`config.mk`:
```
export PLATFORM = sky130hd
export DESIGN_NAME = gate_tt_sequencer_flat
export DESIGN_NICKNAME = d
export VERILOG_FILES = /design/src/rtl/gate_tt_pkg.sv /design/src/rtl/gate_tt_sequencer_if.sv /design/src/rtl/gate_ref_model.sv /design/src/rtl/gate_tt_sequencer.sv /design/src/flat_wrapper.sv
export SDC_FILE = /design/constraint.sdc
export NUM_CORES = 1
export LEC_CHECK = 0
export BUFFER_PORTS_ARGS = -buffer_cell sky130_fd_sc_hd__buf_4
export CAP_MARGIN = 0
export CORE_MARGIN = 4
export CORE_UTILIZATION = 59
export CTS_CLUSTER_SIZE = 10
export DETAILED_ROUTE_END_ITERATION = 10
export GPL_ROUTABILITY_DRIVEN = 0
export PLACE_DENSITY_LB_ADDON = 0.3
export SLEW_MARGIN = 20
export SYNTH_ARGS = -nofsm -noshare
export SYNTH_HDL_FRONTEND = slang
export SYNTH_SLANG_ARGS = --single-unit
```
`constraint.sdc`:
```
create_clock -name clk -period 4.5 [get_ports clk]
set_input_delay 0.45 -clock clk [delete_from_list [all_inputs] [get_ports clk]]
set_output_delay 0.45 -clock clk [all_outputs]
set_load 0.01 [all_outputs]
```
`src/rtl/gate_tt_pkg.sv`:
```
// Shared types and the reference truth function for the two-input gate sequencer.
package gate_tt_pkg;

    typedef enum logic [1:0] {
        StIdle,
        StDrive,
        StCheck,
        StDone
    } state_e;

    typedef enum logic [1:0] {
        OpAnd  = 2'b00,
        OpOr   = 2'b01,
        OpXor  = 2'b10,
        OpNand = 2'b11
    } op_e;

    function automatic logic expected_y(op_e op, logic a, logic b);
        logic r;
        r = 1'b0;
        case (op)
            OpAnd:   r = a & b;
            OpOr:    r = a | b;
            OpXor:   r = a ^ b;
            OpNand:  r = ~(a & b);
            default: r = 1'b0;
        endcase
        return r;
    endfunction

endpackage

```
`src/rtl/gate_tt_sequencer_if.sv`:
```
// Control/result bundle between the sweep controller side and the sequencer.
interface gate_tt_sequencer_if;

    logic       start;
    logic [1:0] op_sel;
    logic       a;
    logic       b;
    logic       y;
    logic       busy;
    logic       done;
    logic       pass;
    logic [2:0] err_count;
    logic [3:0] fail_mask;

    modport master (
        output start, op_sel, y,
        input  a, b, busy, done, pass, err_count, fail_mask
    );

    modport slave (
        input  start, op_sel, y,
        output a, b, busy, done, pass, err_count, fail_mask
    );

endinterface

```
`src/rtl/gate_ref_model.sv`:
```
// Combinational expected output of the selected two-input function.
module gate_ref_model
    import gate_tt_pkg::*;
(
    input  op_e  op,
    input  logic a,
    input  logic b,
    output logic y_exp
);

    assign y_exp = expected_y(op, a, b);

endmodule

```
`src/rtl/gate_tt_sequencer.sv`:
```
// Sweeps a two-input gate through 00,01,10,11, holding each vector HOLD_CYCLES
// cycles, and checks its output against the latched expected function.
module gate_tt_sequencer
    import gate_tt_pkg::*;
#(
    parameter int unsigned HOLD_CYCLES = 4
) (
    input logic                clk,
    input logic                rst_n,
    gate_tt_sequencer_if.slave bus
);

    localparam int unsigned CntW = $clog2(HOLD_CYCLES + 1);
    localparam logic [CntW-1:0] HoldReload = CntW'(HOLD_CYCLES - 1);

    state_e          state_q;
    op_e             op_q;
    logic [1:0]      idx_q;
    logic [CntW-1:0] hold_q;
    logic            a_q;
    logic            b_q;
    logic            busy_q;
    logic            done_q;
    logic            pass_q;
    logic [2:0]      err_q;
    logic [3:0]      mask_q;

    logic            y_exp;
    logic            mismatch;
    logic [2:0]      err_next;
    logic [1:0]      idx_next;

    gate_ref_model u_ref (
        .op    (op_q),
        .a     (a_q),
        .b     (b_q),
        .y_exp (y_exp)
    );

    always_comb begin
        mismatch = (bus.y != y_exp);
        err_next = err_q + {2'b00, mismatch};
        idx_next = idx_q + 2'd1;
    end

    always_ff @(posedge clk or negedge rst_n) begin
        if (!rst_n) begin
            state_q <= StIdle;
            op_q    <= OpAnd;
            idx_q   <= 2'd0;
            hold_q  <= '0;
            a_q     <= 1'b0;
            b_q     <= 1'b0;
            busy_q  <= 1'b0;
            done_q  <= 1'b0;
            pass_q  <= 1'b0;
            err_q   <= 3'd0;
            mask_q  <= 4'd0;
        end else begin
            done_q <= 1'b0;
            unique case (state_q)
                StIdle: begin
                    if (bus.start) begin
                        op_q    <= op_e'(bus.op_sel);
                        idx_q   <= 2'd0;
                        hold_q  <= HoldReload;
                        a_q     <= 1'b0;
                        b_q     <= 1'b0;
                        busy_q  <= 1'b1;
                        pass_q  <= 1'b0;
                        err_q   <= 3'd0;
                        mask_q  <= 4'd0;
                        state_q <= StDrive;
                    end
                end
                StDrive: begin
                    if (hold_q == '0) begin
                        state_q <= StCheck;
                    end else begin
                        hold_q <= hold_q - CntW'(1);
                    end
                end
                StCheck: begin
                    if (mismatch) begin
                        err_q         <= err_next;
                        mask_q[idx_q] <= 1'b1;
                    end
                    if (idx_q == 2'd3) begin
                        // pass must see this cycle's mismatch, so it uses err_next
                        pass_q  <= (err_next == 3'd0);
                        done_q  <= 1'b1;
                        busy_q  <= 1'b0;
                        a_q     <= 1'b0;
                        b_q     <= 1'b0;
                        state_q <= StDone;
                    end else begin
                        idx_q   <= idx_next;
                        a_q     <= idx_next[1];
                        b_q     <= idx_next[0];
                        hold_q  <= HoldReload;
                        state_q <= StDrive;
                    end
                end
                StDone: begin
                    state_q <= StIdle;
                end
            endcase
        end
    end

    assign bus.a         = a_q;
    assign bus.b         = b_q;
    assign bus.busy      = busy_q;
    assign bus.done      = done_q;
    assign bus.pass      = pass_q;
    assign bus.err_count = err_q;
    assign bus.fail_mask = mask_q;

endmodule

```
`src/flat_wrapper.sv`:
```
// flat-port wrapper written by rule: the top's interface ports become plain ports
module gate_tt_sequencer_flat import gate_tt_pkg::*;
#(
    parameter int unsigned HOLD_CYCLES = 4
)
  (clk, rst_n, bus_start, bus_op_sel, bus_y, bus_a, bus_b, bus_busy, bus_done, bus_pass, bus_err_count, bus_fail_mask);
  gate_tt_sequencer_if bus_i ();
  input logic clk;
  input logic rst_n;
  input wire logic [$bits(bus_i.start)-1:0] bus_start;
  input wire logic [$bits(bus_i.op_sel)-1:0] bus_op_sel;
  input wire logic [$bits(bus_i.y)-1:0] bus_y;
  output wire logic [$bits(bus_i.a)-1:0] bus_a;
  output wire logic [$bits(bus_i.b)-1:0] bus_b;
  output wire logic [$bits(bus_i.busy)-1:0] bus_busy;
  output wire logic [$bits(bus_i.done)-1:0] bus_done;
  output wire logic [$bits(bus_i.pass)-1:0] bus_pass;
  output wire logic [$bits(bus_i.err_count)-1:0] bus_err_count;
  output wire logic [$bits(bus_i.fail_mask)-1:0] bus_fail_mask;
  assign bus_i.start = bus_start;
  assign bus_i.op_sel = bus_op_sel;
  assign bus_i.y = bus_y;
  assign bus_a = bus_i.a;
  assign bus_b = bus_i.b;
  assign bus_busy = bus_i.busy;
  assign bus_done = bus_i.done;
  assign bus_pass = bus_i.pass;
  assign bus_err_count = bus_i.err_count;
  assign bus_fail_mask = bus_i.fail_mask;
  gate_tt_sequencer #(.HOLD_CYCLES(HOLD_CYCLES)) u_core (.clk(clk), .rst_n(rst_n), .bus(bus_i));
endmodule
```
# ---- Yosys cells after proc, flatten, opt, wreduce, memory -nomap -nowiden
# Cells that the tools add are included.
dict set report totals {
  reg_bits 21
  inputBits 6
  output_inout_bits 12
  word_cells 81
}
dict set report op_classes {
  add_sub_neg 3
  magnitude_cmp 2
  eq_ne 14
  muxes 32
  bitwise 5
  reduce_logical 14
}
# operator n
set ops {}
lappend ops {{2-to-1 mux 3 bit} 5}
lappend ops {{== test 2 bit, second input constant} 5}
lappend ops {{2-to-1 mux 2 bit} 5}
lappend ops {{2-to-1 mux 1 bit} 9}
lappend ops {{one-hot mux 3 bit (3 select lines)} 1}
lappend ops {{AND reduction 3 bit} 3}
lappend ops {{2-to-1 mux 4 bit} 2}
lappend ops {{one-hot mux 1 bit (2 select lines)} 4}
lappend ops {{one-hot mux 2 bit (4 select lines)} 1}
lappend ops {{one-hot mux 4 bit (2 select lines)} 1}
lappend ops {{zero test 3 bit} 2}
lappend ops {{!= test 2 x 1 -> 1 bit, second input constant} 3}
lappend ops {{!= test 2 bit, second input constant} 3}
lappend ops {{one-hot mux 3 bit (2 select lines)} 1}
lappend ops {{AND reduction 2 bit} 3}
lappend ops {{== test 2 x 1 -> 1 bit, second input constant} 2}
lappend ops {{zero test 2 bit} 2}
lappend ops {{bitwise OR 4 bit} 1}
lappend ops {{one-hot mux 1 bit (4 select lines)} 1}
lappend ops {{one-hot mux 2 bit (2 select lines)} 1}
lappend ops {{AND reduction 4 bit} 1}
lappend ops {{adder 3 x 1 -> 3 bit} 1}
lappend ops {{< comparator 2 x 3 -> 1 bit, second input constant} 1}
lappend ops {{nonzero test 3 bit} 1}
lappend ops {{other kinds (11)} 11}

# ---- Depth between registers and ports, before layout
# Gate-level depths: netlist (run 1).
dict set report depth {
  word_depth 8
  mapped_depth 11
  ltp_nobuf 11
}

# ---- Hierarchy
# A second synthesis (run 1) with hierarchy kept.
dict set report unflattened {
  hier_cells 99
  area_unflattened_um2 1106.1
}
# module n_inst cells_per_inst area_each_um2 seq_area_each_um2
set modules_own_cells {}
lappend modules_own_cells {gate_tt_sequencer 1 89 1042.2 525.5}
lappend modules_own_cells {gate_ref_model 1 10 63.8 0.0}

# ---- Worst setup path before layout (run 1)
# Ideal clock, no wire load.
dict set report synth_timing {
  path_kind {flip-flop to flip-flop}
  from {reg u_core.b_q, in the netlist u_core.bus.b}
  to {reg u_core.pass_q, in the netlist u_core.bus.pass}
  setup_time_ns 0.125
  arrival_ns 2.184
  required_time_ns 4.375
  path_slack_ns 2.191
  path_stages_with_launch 11
  n_path_buf 0
  synth_period_minus_slack_ns 2.309
  cell_sequence {dfrtp_1 ha_1 or2_1 a21oi_2 nor2_2 xor2_2 ha_1 ha_1 xor2_1 nor4_1 mux2_2}
}
dict set report synth_via {
  elab_chain_len 8
  elab_cells_between_ends 10
  classes_between {add/sub: 1; eq/ne: 1; mux: 3; bitwise: 4; reduce/logical: 1}
}
# element line
set synth_lines {}
lappend synth_lines {{start, declared} gate_tt_sequencer.sv:21} ;# logic b_q;
lappend synth_lines {{start signal, assigned} gate_tt_sequencer.sv:99} ;# b_q <= idx_next[0];
lappend synth_lines {{bitwise AND 1 bit} {gate_tt_pkg.sv:22, gate_tt_pkg.sv:25}}
lappend synth_lines {{inverter 1 bit} gate_tt_pkg.sv:25} ;# OpNand: r = ~(a & b);
lappend synth_lines {{one-hot mux 1 bit (4 select lines) *} gate_tt_pkg.sv:21} ;# case (op)
lappend synth_lines {{!= test 1 bit *} gate_tt_sequencer.sv:41} ;# mismatch = (bus.y != y_exp);
lappend synth_lines {{adder 3 x 1 -> 3 bit *} gate_tt_sequencer.sv:42} ;# err_next = err_q + {2'b00, mismatch};
lappend synth_lines {{zero test 3 bit *} gate_tt_sequencer.sv:90} ;# pass_q <= (err_next == 3'd0);
lappend synth_lines {{2-to-1 mux 1 bit *} gate_tt_sequencer.sv:88} ;# if (idx_q == 2'd3) begin
lappend synth_lines {{one-hot mux 1 bit (2 select lines) *} gate_tt_sequencer.sv:61} ;# unique case (state_q)
lappend synth_lines {{end signal, assigned} gate_tt_sequencer.sv:90}
lappend synth_lines {{end, declared} gate_tt_sequencer.sv:24} ;# logic pass_q;
# Every way passes the cells marked *; elsewhere a longest branch is shown, timed or not. The select of a mux whose other input is x is not followed.
# A chain may end at the register's enable or synchronous reset.

# ---- Worst setup path in the final report (run 1)
# Ends and elaborated chain as after synthesis.

==> results of run 1 <==
==> worst max-delay path, stage by stage, from the launching register on <==
cell,delay (ps)
dfrtp_1,440
ha_1,270
or2_1,250
a21oi_2,220
nor2_2,70
xor2_2,260
ha_1,210
ha_1,200
xor2_1,170
nor4_1,60
mux2_2,250
==> metrics by stage <==
step	worst slack, ps	total power [W]	hold WS [ps]	cells
final	2000	0.000695	319	152
after floorplan	2190	0.000523	154	107
after global placement	2110	0.000586	345	147
after detailed placement	1970	0.000607	347	147
after global routing	1830	0.000749	335	152
after CTS	1960	0.000698	5.64	151
==> synth_stat cells <==
library cell	instances	share of area
dfrtp_1	21	0.46
nand2_1	20	0.066
ha_1	10	0.11
inv_1	7	0.023
o21ai_0	5	0.022
a21oi_1	3	0.013
a32o_1	3	0.026
nand2b_1	3	0.016
a21o_1	2	0.013
a22o_1	2	0.015
nand2b_4	2	0.024
nor2_1	2	0.0066
nor2b_1	2	0.011
o31ai_1	2	0.013
a21oi_2	1	0.0077
a31o_2	1	0.0077
and2b_4	1	0.0088
buf_4	1	0.0066
buf_6	1	0.0099
mux2_2	1	0.0099
mux2i_1	1	0.0088
nand3_1	1	0.0044
nor2_2	1	0.0055
nor3_1	1	0.0044
nor4_1	1	0.0055
nor4_2	1	0.011
o211a_1	1	0.0088
o211ai_2	1	0.011
o21a_1	1	0.0066
o21ai_2	1	0.0077
o21bai_1	1	0.0066
o31ai_2	1	0.011
or2_1	1	0.0055
or2_2	1	0.0055
or3_1	1	0.0055
xor2_1	1	0.0077
xor2_2	1	0.014
==> layer usage <==
layer,wire length (um),global-route usage
met1,983,0.230
met2,1090,0.310
met3,87,0.0430
met4,27,0.0830
met5,0,0
==> sequential cells by signal, indices dropped and copies added, names as in the netlist <==
name / count
u_core.bus.a: 1
u_core.bus.b: 1
u_core.bus.busy: 1
u_core.bus.done: 1
u_core.bus.err_count: 3
u_core.bus.fail_mask: 4
u_core.bus.pass: 1
u_core.hold_q: 3
u_core.idx_q: 2
u_core.op_q: 2
u_core.state_q: 2
==> cells by family (layout without fill, tap and decap cells) <==
logic type                 after synthesis  after routing  share of synthesized area
AOI/OAI and AO/OA                       25             25                      0.170
xor gates and xnor gates                 2              2                     0.0219
adders and majority gates               10             10                      0.110
buffers and inverters                    9             29                     0.0395
DFF                                     21             21                      0.461
muxes                                    2              2                     0.0186
and+or+nand+nor                         38             38                      0.180
==> layout make-up <==
type	count	area (um2)	area share
multi-input combinational	77	571	0.433
sequential	21	526	0.398
timing repair buffer	18	138	0.104
tap	25	31.3	0.0237
inverter	7	26.3	0.0199
clock buffer	3	22.5	0.0171
clock inverter	1	5.00	0.00380
==> worst paths after layout <==
check	from	endpoint	depth (start not counted)	slack, ps
worst max-delay path	u_core.bus.b	u_core.bus.pass	10	2000
worst min-delay path	bus_op_sel[0]	u_core.op_q[0]	3	320
worst max register to register	u_core.bus.b	u_core.bus.pass	10	2000
worst min register to register	u_core.bus.fail_mask[2]	u_core.bus.fail_mask[2]	1	510
max in group asynchronous	rst_n	u_core.bus.done	2	3750
min in group asynchronous	rst_n	u_core.op_q[1]	2	540
==> power groups by stage <==
stage	Combinational (W)	Sequential, W	Clock, W
floorplan	0.000234	0.000289	0
global placement	0.000292	0.000294	0
detailed placement	0.000308	0.000299	0
CTS	0.000309	0.000295	0.0000948
global route	0.000340	0.000304	0.000105
finish	0.000305	0.000295	0.0000953
==> out/qor.txt, run 1 <==
Yosys cell types - 37
Measured slew at the worst slew-check pin - 477 ps
Syn_nets - 123
Sum Neg Setup Slack - 0 ps
Hold Vio Cnt, Final - 0
Initial Utilization - 0.640
Clk slew on worst S/H paths - 120 ps
Clock network power share - 0.137
Clock H-tree levels - 1
Max_slew headroom - 0.679
Crit Path Category - reg -> reg
# Post-CTS Setup Buffers - 0
WL/cell - 14.4 um
Cell count after synthesis - 107
Pin count of the biggest net entering global routing - 22
Flop pwr share - 0.424
Hold WC Path Type - in -> reg
Gate power share - 0.439
Post-Route Utilization - 0.740
Die Area - 2700 um2
Run status - complete, no violations
Area Overhead vs Synth - 15.6%
Global-route wire length before repair - 3660 um
Crit path launch type - register
# clock sinks - 21
Layout cells sized above 1 - 0.268
Ant diodes - 0
Commonest non-fill, non-tap cell in the layout - dfrtp_1
Max_cap viols - 0
CTS max path bufs - 2
Final ANT Viol Nets - 0
DP Wirelength - 1670 um
Number of max-slew violations in the final report - 0
Tmin final - 2500 ps
Vias in the first global route - 839
Cts hold-fix bufs - 0
Clock root buffer - clkbuf_4
Row cnt - 15
GRT Util Overall - 0.187
Fin nets - 144
Final WL - 2190 um
Seq/Total Area, Yosys - 0.461
Net switching power - 0.000284 W
CTS buffer count - 3
Critical Path End Type - register
Dpl cell area - 1280 um2
DIE HEIGHT - 52.0 um
Synthesized flop and latch total - 21
DRT iter0 DRCs - 15
DRT Pass-1 Iters - 4
CTS tree - yes
Sw frac - 0.409
RSZ-0062 raised after global routing - no
Core region area - 1780 um2
Die W - 52.0 um
F_max - 0.399 GHz
DR vias - 829
Peak fanout along the critical path - 5
# DRC - 0
Ys Warns - 0
Fillers - 137
Most frequent cells in the layout - dfrtp_1, nand2_1, buf_4
Routed vias/inst - 5.45
P_int - 0.000411 W
CP arrival - 2720 ps
I/O Pins - 18
IO buf count - 17
Power Density - 527 nW/um2
Initial antenna violation count - 0
Tcrit/Tclk final - 0.557
Overflow after GRT - 0
Syn_area_per_cell - 10.7 um2
Worst vdd ir - 0.287 mV
Fin Clk Skew - 2.83 ps
Synthesized area - 1140 um2
CP required - 4710 ps
Cell area after layout - 1320 um2
Setup-failing EPs final - 0
Post-CTS Resized - 0
Clk Latency, worst-skew pair - 310 ps
LEAKAGE - 0.689 nW
No activity file was read; power rests on OpenSTA's default activity.
==> inputs of run 2 (changes only) <==
--- a/config.mk
+++ b/config.mk
@@ -8,7 +8,7 @@
 export BUFFER_PORTS_ARGS = -buffer_cell sky130_fd_sc_hd__buf_4
 export CAP_MARGIN = 0
 export CORE_MARGIN = 4
-export CORE_UTILIZATION = 59
+export CORE_UTILIZATION = 49
 export CTS_CLUSTER_SIZE = 10
 export DETAILED_ROUTE_END_ITERATION = 10
 export GPL_ROUTABILITY_DRIVEN = 0
==> constraint.sdc (replaced) <==
create_clock -name clk -period 2.15 [get_ports clk]
set_input_delay 0.215 -clock clk [delete_from_list [all_inputs] [get_ports clk]]
set_output_delay 0.215 -clock clk [all_outputs]
set_load 0.01 [all_outputs]
==> out/qor.txt, run 2 (synthesis results as in run 1) <==
RSZ-0062 raised after global routing - yes (was no)
Hold Vio Cnt, Final - 0 (unchanged)
Slowest stage cell, crit path - dfrtp_1 (unchanged)
Clk slew on worst S/H paths - 110 ps (was 120 ps)
# DRC - 0 (unchanged)
DRT Pass-1 Iters - 4 (unchanged)
Worst Slack Setup Final - -67.6 ps (was 2000 ps)
Final WL - 2240 um (was 2190 um)
Tcrit/Tclk final - 1.03 (was 0.557)
I/O Pins - 18 (unchanged)
Hold WC Path Type - in -> reg (unchanged)
Pin count of the biggest net entering global routing - 22 (unchanged)
Fin Clk Skew - 1.50 ps (was 2.83 ps)
Row cnt - 17 (was 15)
Sum Neg Setup Slack - -67.6 ps (was 0 ps)
CTS buffer count - 3 (unchanged)
DRT iter0 DRCs - 12 (was 15)
Critical Path End Type - register (unchanged)
WL/cell - 13.8 um (was 14.4 um)
P_int - 0.000951 W (was 0.000411 W)
Finished Layout Cells - 162 (was 152)
Clock root buffer - clkbuf_4 (unchanged)
Peak fanout along the critical path - 4 (was 5)
Pwr Total - 0.00157 W (was 0.000695 W)
Sw frac - 0.394 (was 0.409)
Core region area - 2210 um2 (was 1780 um2)
Initial Utilization - 0.516 (was 0.640)
Routed vias/inst - 5.31 (was 5.45)
DR vias - 861 (was 829)
Power Density - 1110 nW/um2 (was 527 nW/um2)
Commonest non-fill, non-tap cell in the layout - buf_4 (was dfrtp_1)
Max_slew headroom - 0.671 (was 0.679)
CP cell instances - ha_2, buf_4, o211ai_2, o31ai_2, nor2_2, xor2_2, ha_2, ha_4, xor2_2, nor4_4, mux2_4 (was ha_1, or2_1, a21oi_2, nor2_2, xor2_2, ha_1, ha_1, xor2_1, nor4_1, mux2_2)
LEAKAGE - 0.716 nW (was 0.689 nW)
Critical path buffers and inverters - 1 (was 0)
F_max - 0.451 GHz (was 0.399 GHz)
Slowest Stage Delay on Critical Path - 410 ps (was 440 ps)
Die W - 56.3 um (was 52.0 um)
# clock sinks - 21 (unchanged)
Tmin final - 2220 ps (was 2500 ps)
Cell area after layout - 1420 um2 (was 1320 um2)
Largest register FFs - 4 (unchanged)
Crit path launch type - register (unchanged)
Global-route wire length before repair - 3970 um (was 3660 um)
Max_cap viols - 0 (unchanged)
DP Wirelength - 1730 um (was 1670 um)
Initial antenna violation count - 0 (unchanged)
Family with the most delay on the worst path - adder cells (unchanged)
Final ANT Viol Nets - 0 (unchanged)
Failing checks - setup timing
CP required - 2340 ps (was 4710 ps)
CTS max path bufs - 2 (unchanged)
Worst vdd ir - 0.801 mV (was 0.287 mV)
Gate power share - 0.490 (was 0.439)
GRT Util Overall - 0.159 (was 0.187)
DIE HEIGHT - 56.3 um (was 52.0 um)
Run status - finished, violations left (was complete, no violations)
Fin nets - 151 (was 144)
Flop pwr share - 0.391 (was 0.424)
Clock network power share - 0.120 (was 0.137)
Crit Path Category - reg -> reg (unchanged)
CP arrival - 2410 ps (was 2720 ps)
CTS tree - yes (unchanged)
Vias in the first global route - 879 (was 839)
Layout cells sized above 1 - 0.336 (was 0.268)
Clock H-tree levels - 1 (unchanged)
Clk Latency, worst-skew pair - 300 ps (was 310 ps)
Die Area - 3160 um2 (was 2700 um2)
Measured slew at the worst slew-check pin - 490 ps (was 477 ps)
Setup-failing EPs final - 1 (was 0)
Area Overhead vs Synth - 24.2% (was 15.6%)
IO buf count - 17 (unchanged)
Overflow after GRT - 0 (unchanged)
Placed Cells incl. Taps - 156 (was 147)
Ant diodes - 0 (unchanged)
Dpl cell area - 1340 um2 (was 1280 um2)
Number of max-slew violations in the final report - 0 (unchanged)
Net switching power - 0.000620 W (was 0.000284 W)
Most frequent cells in the layout - buf_4, dfrtp_1, nand2_1 (was dfrtp_1, nand2_1, buf_4)
## run 2: timing repair
item | CTS | global route
hold endpoints to repair | 21 | 0
resized for setup | 6 | 0
hold buffers | 1 | 0
buffers inserted | 1 | 0
setup endpoints to repair | 1 | 2
pin swaps | 4 | 2
## run 2: power groups by stage
stage          Clock (W)  Combinational (W)  Sequential (W)
6_report        0.000188           0.000770        0.000614
5_1_grt         0.000218           0.000863        0.000635
4_1_cts         0.000196           0.000778        0.000614
3_5_place_dp           0           0.000728        0.000621
3_3_place_gp           0           0.000696        0.000613
2_1_floorplan          0           0.000489        0.000605
## run 2: worst reg2reg max path: stages (launching register included)
cell	delay [ps]
dfrtp_1	410
ha_2	210
buf_4	140
o211ai_2	70
o31ai_2	110
nor2_2	130
xor2_2	180
ha_2	220
ha_4	150
xor2_2	190
nor4_4	50
mux2_4	260
## run 2: cell type report
type	count	area, um2
Sequential cell	21	526
Inverter	7	26.3
Clock buffer	4	26.3
Multi-Input combinational cell	77	614
Timing Repair Buffer	25	190
Tap cell	28	35.0
Fill cell	185	795
## run 2: metrics by stage
stage / hold WS [ps] / utilization / setup WS [ps]
6_report: 103 / 0.641 / -67.6
5_1_grt: 94.2 / 0.641 / -198
4_1_cts: 95.7 / 0.641 / -82.2
3_5_place_dp: 121 / 0.604 / -129
3_3_place_gp: 116 / 0.604 / 17.5
2_1_floorplan: -80.6 / - / -91.6
## run 2: path summary, 6_finish.rpt
path | startpoint | end | slack (ps) | cells after the start
min in group asynchronous | rst_n | u_core.op_q[1] | 320 | 2
worst max register to register | u_core.bus.a | u_core.bus.pass | -70 | 11
worst min-delay path | bus_op_sel[0] | u_core.op_q[0] | 100 | 3
worst min register to register | u_core.bus.busy | u_core.bus.busy | 490 | 2
worst max-delay path | u_core.bus.a | u_core.bus.pass | -70 | 11
max in group asynchronous | rst_n | u_core.bus.pass | 1620 | 2
## run 2: per-layer routing
layer	GRT usage	vias to the layer above	wire length, um
met2	0.282	13	1190
met3	0.0345	4	73
met1	0.192	420	959
li1	-	424	-
met5	0	-	0
met4	0.0475	0	23
